## config.mk

```make
export PLATFORM = sky130hd
export DESIGN_NAME = reg6_arbiter
export DESIGN_NICKNAME = d
export VERILOG_FILES = /design/src/rtl/reg6_arbiter.sv
export SDC_FILE = /design/constraint.sdc
export NUM_CORES = 1
export LEC_CHECK = 0
export BUFFER_PORTS_ARGS = -buffer_cell sky130_fd_sc_hd__buf_2
export CORE_ASPECT_RATIO = 0.6
export CORE_UTILIZATION = 40
export CTS_CLUSTER_DIAMETER = 40
export CTS_CLUSTER_SIZE = 24
export DETAILED_ROUTE_END_ITERATION = 6
export MAX_ROUTING_LAYER = met4
export PLACE_DENSITY_LB_ADDON = 0.05
export SLEW_MARGIN = 20
export SYNTH_ARGS = -nofsm -noshare
export SYNTH_HDL_FRONTEND = slang
export SYNTH_SLANG_ARGS = --single-unit
```

## constraint.sdc

```tcl
create_clock -name clk -period 2.3 [get_ports clk]
set_clock_uncertainty 0.05 [all_clocks]
set_input_delay 0.23 -clock clk [delete_from_list [all_inputs] [get_ports clk]]
set_output_delay 0.23 -clock clk [all_outputs]
set_load 0.005 [all_outputs]
```

## src/rtl/reg6_arbiter.sv

```systemverilog
// Three-requester round-robin arbiter driving a shared handshake register.
// Each grant is held until the winner drops its request; a stalled register aborts after TIMEOUT wait cycles.
module reg6_arbiter #(
    parameter int WIDTH   = 6,
    parameter int TIMEOUT = 15
) (
    input  logic             clk,
    input  logic             rst,
    input  logic [2:0]       req,
    input  logic [WIDTH-1:0] data0,
    input  logic [WIDTH-1:0] data1,
    input  logic [WIDTH-1:0] data2,
    output logic [2:0]       gnt,
    output logic [2:0]       ack,
    output logic             err,
    output logic             reg_en,
    output logic [WIDTH-1:0] reg_data,
    input  logic             reg_fim,
    output logic             busy
);

    localparam int            CW       = (TIMEOUT > 1) ? $clog2(TIMEOUT) : 1;
    localparam logic [CW-1:0] CNT_LAST = CW'(TIMEOUT - 1);

    typedef enum logic [2:0] {
        ST_IDLE,
        ST_ISSUE,
        ST_WAIT,
        ST_ACK,
        ST_RELEASE
    } state_e;

    state_e           state_q;
    logic [2:0]       gnt_q;
    logic [2:0]       ack_q;
    logic             err_q;
    logic             reg_en_q;
    logic [WIDTH-1:0] reg_data_q;
    logic [CW-1:0]    cnt_q;
    logic [1:0]       last_q;
    logic [1:0]       gidx_q;

    logic [1:0]       cand1_d;
    logic [1:0]       cand2_d;
    logic [1:0]       cand3_d;
    logic [1:0]       win_idx_d;
    logic [2:0]       win_oh_d;
    logic [WIDTH-1:0] win_data_d;

    function automatic logic [1:0] rr_next(input logic [1:0] idx);
        return (idx == 2'd2) ? 2'd0 : idx + 2'd1;
    endfunction

    // Search order starts one past the last served requester and wraps mod 3.
    always_comb begin
        // NOTE: every combinational output gets a value on every path, so no latch can be inferred.
        cand1_d = rr_next(last_q);
        cand2_d = rr_next(cand1_d);
        cand3_d = rr_next(cand2_d);
        if (req[cand1_d])      win_idx_d = cand1_d;
        else if (req[cand2_d]) win_idx_d = cand2_d;
        else                   win_idx_d = cand3_d;
        win_oh_d = 3'b001 << win_idx_d;
        case (win_idx_d)
            2'd0:    win_data_d = data0;
            2'd1:    win_data_d = data1;
            default: win_data_d = data2;
        endcase
    end

    // NOTE: sequential state uses non-blocking assignments so every flop samples pre-edge values.
    always_ff @(posedge clk or posedge rst) begin
        if (rst) begin
            state_q    <= ST_IDLE;
            gnt_q      <= '0;
            ack_q      <= '0;
            err_q      <= 1'b0;
            reg_en_q   <= 1'b0;
            reg_data_q <= '0;
            cnt_q      <= '0;
            last_q     <= 2'd2;
            gidx_q     <= 2'd0;
        end else begin
            ack_q <= '0;
            err_q <= 1'b0;
            case (state_q)
                ST_IDLE: begin
                    if (|req) begin
                        state_q    <= ST_ISSUE;
                        gnt_q      <= win_oh_d;
                        gidx_q     <= win_idx_d;
                        reg_data_q <= win_data_d;
                    end
                end
                ST_ISSUE: begin
                    state_q  <= ST_WAIT;
                    reg_en_q <= 1'b1;
                    cnt_q    <= '0;
                end
                ST_WAIT: begin
                    // Completion is checked first so it wins over a coincident timeout.
                    if (reg_fim) begin
                        state_q  <= ST_ACK;
                        ack_q    <= gnt_q;
                        reg_en_q <= 1'b0;
                        last_q   <= gidx_q;
                    end else if (cnt_q == CNT_LAST) begin
                        state_q    <= ST_IDLE;
                        err_q      <= 1'b1;
                        reg_en_q   <= 1'b0;
                        gnt_q      <= '0;
                        reg_data_q <= '0;
                        last_q     <= gidx_q;
                    end else begin
                        cnt_q <= cnt_q + 1'b1;
                    end
                end
                ST_ACK: begin
                    state_q <= ST_RELEASE;
                end
                ST_RELEASE: begin
                    if (!req[gidx_q]) begin
                        state_q    <= ST_IDLE;
                        gnt_q      <= '0;
                        reg_data_q <= '0;
                    end
                end
                default: begin
                    state_q <= ST_IDLE;
                end
            endcase
        end
    end

    assign gnt      = gnt_q;
    assign ack      = ack_q;
    assign err      = err_q;
    assign reg_en   = reg_en_q;
    assign reg_data = reg_data_q;
    assign busy     = (state_q != ST_IDLE);

endmodule

```

==> Word level (Yosys, flattened, before mapping) <==
Cells that the tools add are included.
{ "classes": {"addsub": 4, "n_mul": 0, "div_mod_pow": 0, "order_cmp": 3, "n_eq_ne": 15, "n_shift": 1, "n_mux": 38, "n_bitwise": 0, "n_reduce_logical": 13} }
{ "ops": {"columns": ["cell", "count"], "rows": [
  ["two-way mux 3 bit", 8],
  ["two-way mux 6 bit", 4],
  ["one-hot mux 6 bit (3 select lines)", 1],
  ["one-hot mux 3 bit (5 select lines)", 1],
  ["two-way mux 2 bit", 7],
  ["one-hot mux 6 bit (2 select lines)", 1],
  ["!= test 2 bit, second input constant", 5],
  ["less-than comparator 2 x 3 -> 1 bit, second input constant", 3],
  ["one-hot mux 3 bit (3 select lines)", 1],
  ["two-way mux 1 bit", 8],
  ["two-way mux 4 bit", 2],
  ["one-hot mux 4 bit (2 select lines)", 1],
  ["adder 2 x 1 -> 2 bit, second input constant", 3],
  ["binary-select mux 1 bit (select 2 bit)", 3],
  ["equality test 2 bit, second input constant", 3],
  ["equality test 3 x 2 -> 1 bit, second input constant", 2],
  ["AND reduction 2 bit", 3],
  ["AND reduction 3 bit", 2],
  ["nonzero test 3 bit", 2],
  ["AND reduction 5 bit", 1],
  ["adder 4 x 1 -> 4 bit, second input constant", 1],
  ["equality test 4 bit, second input constant", 1],
  ["nonzero test 2 bit", 2],
  ["equality test 3 x 1 -> 1 bit, second input constant", 1],
  ["8 further kinds", 8]
]} }
{ "word_totals": {"register_bits": 25, "latchBits": 0, "mem_bits_rw": 0, "romBits": 0, "inputBits": 24, "output_inout_bits": 15, "wordCells": 83, "mem_count": 0} }

==> Logic depth before layout (Yosys ltp) <==
Gate-level depths: netlist (run 1).
{ "logic_depth": {"ltp_word": 12, "depth_mapped": 8} }

==> Worst setup path before layout (run 1) <==
No wires, ideal clock.
{ "synth_timing": {"kind": "register to register", "start": "register state_q[0]", "end": "register gidx_q[0]", "setup_ns": 0.125, "arrival_ns": 1.718, "path_slack_ns": 0.407, "path_stages_with_launch": 6, "period_less_slack_ns": 1.893, "cell_sequence": "dfrtp_1 or3_4 or4_4 o221ai_2 nor2_4 mux2_4"} }
{ "synth_between": {"elab_chain_len": 2} }
{ "synth_lines": {"columns": ["item", "line", "text"], "rows": [
  ["start, declared", "33", "state_e state_q;"],
  ["start signal, assigned", "74", "state_q <= ST_IDLE;"],
  ["start signal, assigned", "89", "state_q <= ST_ISSUE;"],
  ["start signal, assigned", "96", "state_q <= ST_WAIT;"],
  ["zero test 3 bit", "86", "case (state_q)"],
  ["AND reduction 2 bit (no source line)", null, null],
  ["end signal, assigned", "91", "gidx_q <= win_idx_d;"],
  ["end, declared", "41", "logic [1:0] gidx_q;"]
]} }
No other way between the ends.
A chain may end at the register's enable or synchronous reset.

==> Worst setup path in the final report (run 1) <==
Ends and elaborated chain as after synthesis.

==> qor.yml, run 1 <==
cts:
  cts_tree: "built"
  cts_sinks: 25
  cts_buffers: 3
  clk_pin_slew_ps: 90
  cts_root_buf: "clkbuf_8"
  ctsResizeCount: 0
  htreeDepth: 1
  cts_max_path_buffers: 2
  clk_latency_ps: 270
global_route:
  antenna_found_initial: 0
  grt_pass1_wl_um: 4350
  grt_usage_pct: 18.7
  grt_overflow_total: 0
  grt_pass1_vias: 899
  grt_max_degree: 26
sta:
  finalSetupTns_ps: 0
  tightest_slew_ps: 673
  finalSetupViolations: 0
  fin_crit_ps: 2020
  slew_headroom_pct: 54.8
  hold_ws_ps: 180
  finalCritPeriodShare_pct: 87.7
  maxSlewViolCount: 0
  rsz0062_at_grt: "no"
  fmax_ghz: 0.496
  setup_ws_ps: 283
  finalHoldViolations: 0
worst_setup_path:
  worstPathMaxFanout: 8
  arrival_ps: 2130
  crit_chain: "or3_4 > or4_4 > o221ai_2 > nor2_4 > mux2_4"
  start_kind: "flop"
  critPathMaxStageDelay_ps: 460
  critical_path_class: "flop to flop"
  cp-end-kind: "flop"
  required_ps: 2410
  crit_path_top_delay_cell: "dfrtp_1"
synthesis:
  syn_area_per_cell_um2: 10.8
  ys_warn_count: 0
  synth_enable_flop_cells: 0
  ys_types: 36
  netlist_instances: 116
  synth_area_um2: 1250
  syn_nets: 142
  ys_ff_latch: 25
  synthArstFlopShare_pct: 100
  synth-seq-area-share_pct: 50.0
  synth-main-ff-cell: "dfrtp_1"
run_status:
  outcome: "completed"
placement:
  io_buffers: 38
  hpwl_um: 2150
  dpl_worst_slack_ps: 295
  place_congestion: 0.785
final_layout:
  final_cell_mix: "buf_2, dfrtp_1, nand2_1"
  nets: 187
  antenna_cells: 0
  layout-drive-gt1-share_pct: 40.0
  syn2layout_area_growth_pct: 25.0
  layout_commonest_cell: "buf_2"
  fin_util_pct: 53.5
detailed_routing:
  wl_um: 2800
  routedWlPerCell_um: 13.9
  ant_nets: 0
  via_count: 1035
  dr.pass1.iters: 5
  post_drt_via_cell_ratio: 5.12
  drtIter0Drc: 75
  post-route-drc-count: 0
pwr:
  p_leak_nw: 0.778
  ir_worst_vdd_mv: 0.608
  total_power_w: 0.00191
  powerDensity_nw_per_um2: 1220
floorplan:
  row_count: 15
  die-area_um2: 3370
  core-area_um2: 2930
  die_width_um: 74.2
  start_util_pct: 42.8
  io-pin-count: 39
  die_y_um: 45.3
job:
  maxCapViolCount: 0
worst_hold_path:
  worst_hold_path_type: "primary input to flop"
[metal layers]
layer  track usage (%)  share of wire, %  vias to the layer above  wire (µm)
li1                  -                 -                      510          -
met3              5.13               5.4                        2        152
met5                 -                 0                        -          0
met2              26.5                43                       28       1200
met1              26.9                51                      495       1430
met4              3.40              0.39                        0         11
[stage by stage]
step | cell area [µm²] | std cells
floorplan | 1250 | 116
global placement | 1510 | 197
detailed placement | 1510 | 197
CTS | 1570 | 202
global route | 1570 | 202
finish | 1570 | 202
[synthesized netlist by cell type, types with 2 or more instances]
master	count	share of area, %
nor3b_1	2	1.2
inv_1	2	0.60
nand3_1	2	0.80
xor2_1	2	1.4
mux2_4	2	2.4
o21ai_2	6	4.2
and3_1	4	2.0
o21ai_0	7	2.8
nor2_1	8	2.4
ha_1	2	2.0
nand3b_1	2	1.2
dfrtp_1	24	48
nand2_1	18	5.4
o21ai_1	2	0.80
mux2_2	2	1.8
a22o_1	2	1.4
nand2b_1	4	2.0
a222oi_1	6	4.8
nor3_1	2	0.80
[cell type report]
| type | instances | area (µm²) |
|---|---|---|
| clock buffers | 3 | 41.3 |
| well taps | 42 | 52.6 |
| multi-input cells | 87 | 607 |
| clock inverters | 1 | 7.51 |
| flip-flops and latches | 25 | 627 |
| inverters | 2 | 7.51 |
| fillers | 290 | 1360 |
| repair buffers | 42 | 223 |
[kinds of logic (layout without fill, tap and decap cells)]
group	Yosys count	count (layout)	synth area share, %
adders and majority gates	2	2	2.00
and+or+nand+nor	50	50	22.6
muxes	4	4	4.20
AOI/OAI and AO/OA	28	28	17.6
DFF	25	25	50.1
xor gates and xnor gates	3	3	2.10
buffers and inverters	4	48	1.50
[worst paths after layout]
path,to,cells after the start,start,slack (ps)
max in group asynchronous,last_q[1],4,rst,1410
worst max-delay path,gidx_q[0],5,state_q[0],280
min in group asynchronous,ack[2],4,rst,500
worst max register to register,gidx_q[0],5,state_q[0],280
worst min register to register,reg_data[3],2,reg_data[3],430
worst min-delay path,err,2,reg_fim,180
[critical path: cells and delay by family (launching register included)]
kind,cells,cell delay (ps)
multiplexers,1,310
flip-flops,1,460
AND/OR/NAND/NOR,3,940
AO/OA/AOI/OAI,1,150
[what timing repair did]
action	in CTS	in global routing
hold buffers	1	0
buffers inserted	0	0
hold endpoints to repair	24	0
[power breakdown]
part           switching (W)  internal [W]
clock network       0.000142      0.000123
registers           0.000141      0.000596
logic               0.000474      0.000435
total               0.000757       0.00115
[flip-flops by register name (all words and copies together), names as in the netlist]
name      flops
ack           3
gnt           3
state_q       3
reg_en        1
cnt_q         4
gidx_q        2
last_q        2
err           1
reg_data      6
(Power assumes the default switching activity.)
==> run 2: changes to the inputs <==
==> constraint.sdc (replaced) <==
create_clock -name clk -period 2.05 [get_ports clk]
set_clock_uncertainty 0.05 [all_clocks]
set_input_delay 0.205 -clock clk [delete_from_list [all_inputs] [get_ports clk]]
set_output_delay 0.205 -clock clk [all_outputs]
set_load 0.005 [all_outputs]
==> qor.yml, run 2 (synthesis gave the netlist of run 1 again) <==
floorplan:
  io-pin-count: 39
  core-area_um2: 2930
  die_y_um: 45.3
  row_count: 15
  die_width_um: 74.2
  start_util_pct: 42.8
  die-area_um2: 3370
placement:
  place_congestion: 0.802
  io_buffers: 38
  hpwl_um: 2210
cts:
  clk_latency_ps: 260
  cts_sinks: 25
  cts_root_buf: "clkbuf_8"
  htreeDepth: 1
  cts_tree: "built"
  cts_max_path_buffers: 2
  clk_pin_slew_ps: 80
  cts_buffers: 3
final_layout:
  syn2layout_area_growth_pct: 29.9
  antenna_cells: 0
  final_cell_mix: "buf_2, dfrtp_1, nand2_1"
  largest_reg_flops: 6
  layout_commonest_cell: "buf_2"
  fin_util_pct: 55.6
  layout-drive-gt1-share_pct: 42.5
  nets: 194
pwr:
  p_leak_nw: 0.819
  ir_worst_vdd_mv: 0.727
  powerDensity_nw_per_um2: 1380
detailed_routing:
  post-route-drc-count: 0
  ant_nets: 0
  dr.pass1.iters: 7
  post_drt_via_cell_ratio: 5.18
  routedWlPerCell_um: 13.6
  wl_um: 2840
  via_count: 1082
  drtIter0Drc: 67
job:
  maxCapViolCount: 0
worst_setup_path:
  critPathMaxStageDelay_ps: 450
  crit_path_top_delay_cell: "dfrtp_1"
  cp-end-kind: "flop"
  worstPathMaxFanout: 6
  start_kind: "flop"
  critical_path_class: "flop to flop"
  required_ps: 2160
  arrival_ps: 2100
  crit_chain: "or3_4 > or4_4 > o221ai_4 > nor2_4 > buf_4 > a22o_1"
sta:
  finalHoldViolations: 0
  finalSetupViolations: 0
  hold_ws_ps: 172
  tightest_slew_ps: 626
  fin_crit_ps: 1990
  maxSlewViolCount: 0
  finalCritPeriodShare_pct: 97.0
  slew_headroom_pct: 58.0
  fmax_ghz: 0.503
global_route:
  grt_max_degree: 26
  antenna_found_initial: 0
  grt_overflow_total: 0
  grt_pass1_wl_um: 4590
  grt_pass1_vias: 947
  grt_usage_pct: 19.3
worst_hold_path:
  worst_hold_path_type: "primary input to flop"
run_status:
  outcome: "completed"
run 2: what timing repair did:
action                                 CTS  global route
setup buffers                            0             4
setup endpoints to repair                0             2
gates resized for setup                  0             1
endpoints found under the hold margin   24             0
hold buffers                             1             0
run 2: metal layers:
layer,up-vias,global-route usage [%],share of wire [%]
li1,532,-,-
met3,2,4.69,5.5
met1,519,26.8,50
met2,29,29.6,44
met5,-,-,0
met4,0,2.64,0.28
run 2: area by class of cell:
| cell class | count | area, µm² |
|---|---|---|
| clock inverter | 1 | 5.00 |
| sequential | 25 | 627 |
| multi-input combinational | 87 | 618 |
| tap | 42 | 52.6 |
| inverter | 2 | 7.51 |
| fill | 273 | 1300 |
| timing repair buffer | 49 | 275 |
| clock buffer | 3 | 41.3 |
run 2: power breakdown:
part	switching (W)	internal, W
clock network	0.000148	0.000136
registers	0.000148	0.000669
logic	0.000570	0.000573
total	0.000866	0.00138
run 2: worst max-delay path: cells and delay by family (launching register included):
kind            cells  cell delay, ps
buf+inv             1             140
simple gates        3             960
flops               1             450
compound gates      2             280
run 2: worst paths after layout:
check,from,slack [ps],cells after the start,endpoint
worst max-delay path,state_q[0],60,6,gnt[2]
worst min register to register,reg_data[3],430,2,reg_data[3]
max in group asynchronous,rst,1180,4,last_q[1]
min in group asynchronous,rst,480,4,ack[2]
worst min-delay path,data2[2],170,3,reg_data[2]
worst max register to register,state_q[0],60,6,gnt[2]
run 2: metrics by stage:
stage	total power, W	area, µm²	worst slack, ps	std cells	setup TNS [ps]
after CTS	0.00220	1590	44.1	205	0
after floorplan	0.00155	1250	157	116	0
final	0.00224	1630	60.9	209	0
after global routing	0.00244	1630	-1.19	209	-1.19
after detailed placement	0.00190	1530	53.3	200	0
after global placement	0.00187	1530	134	200	0
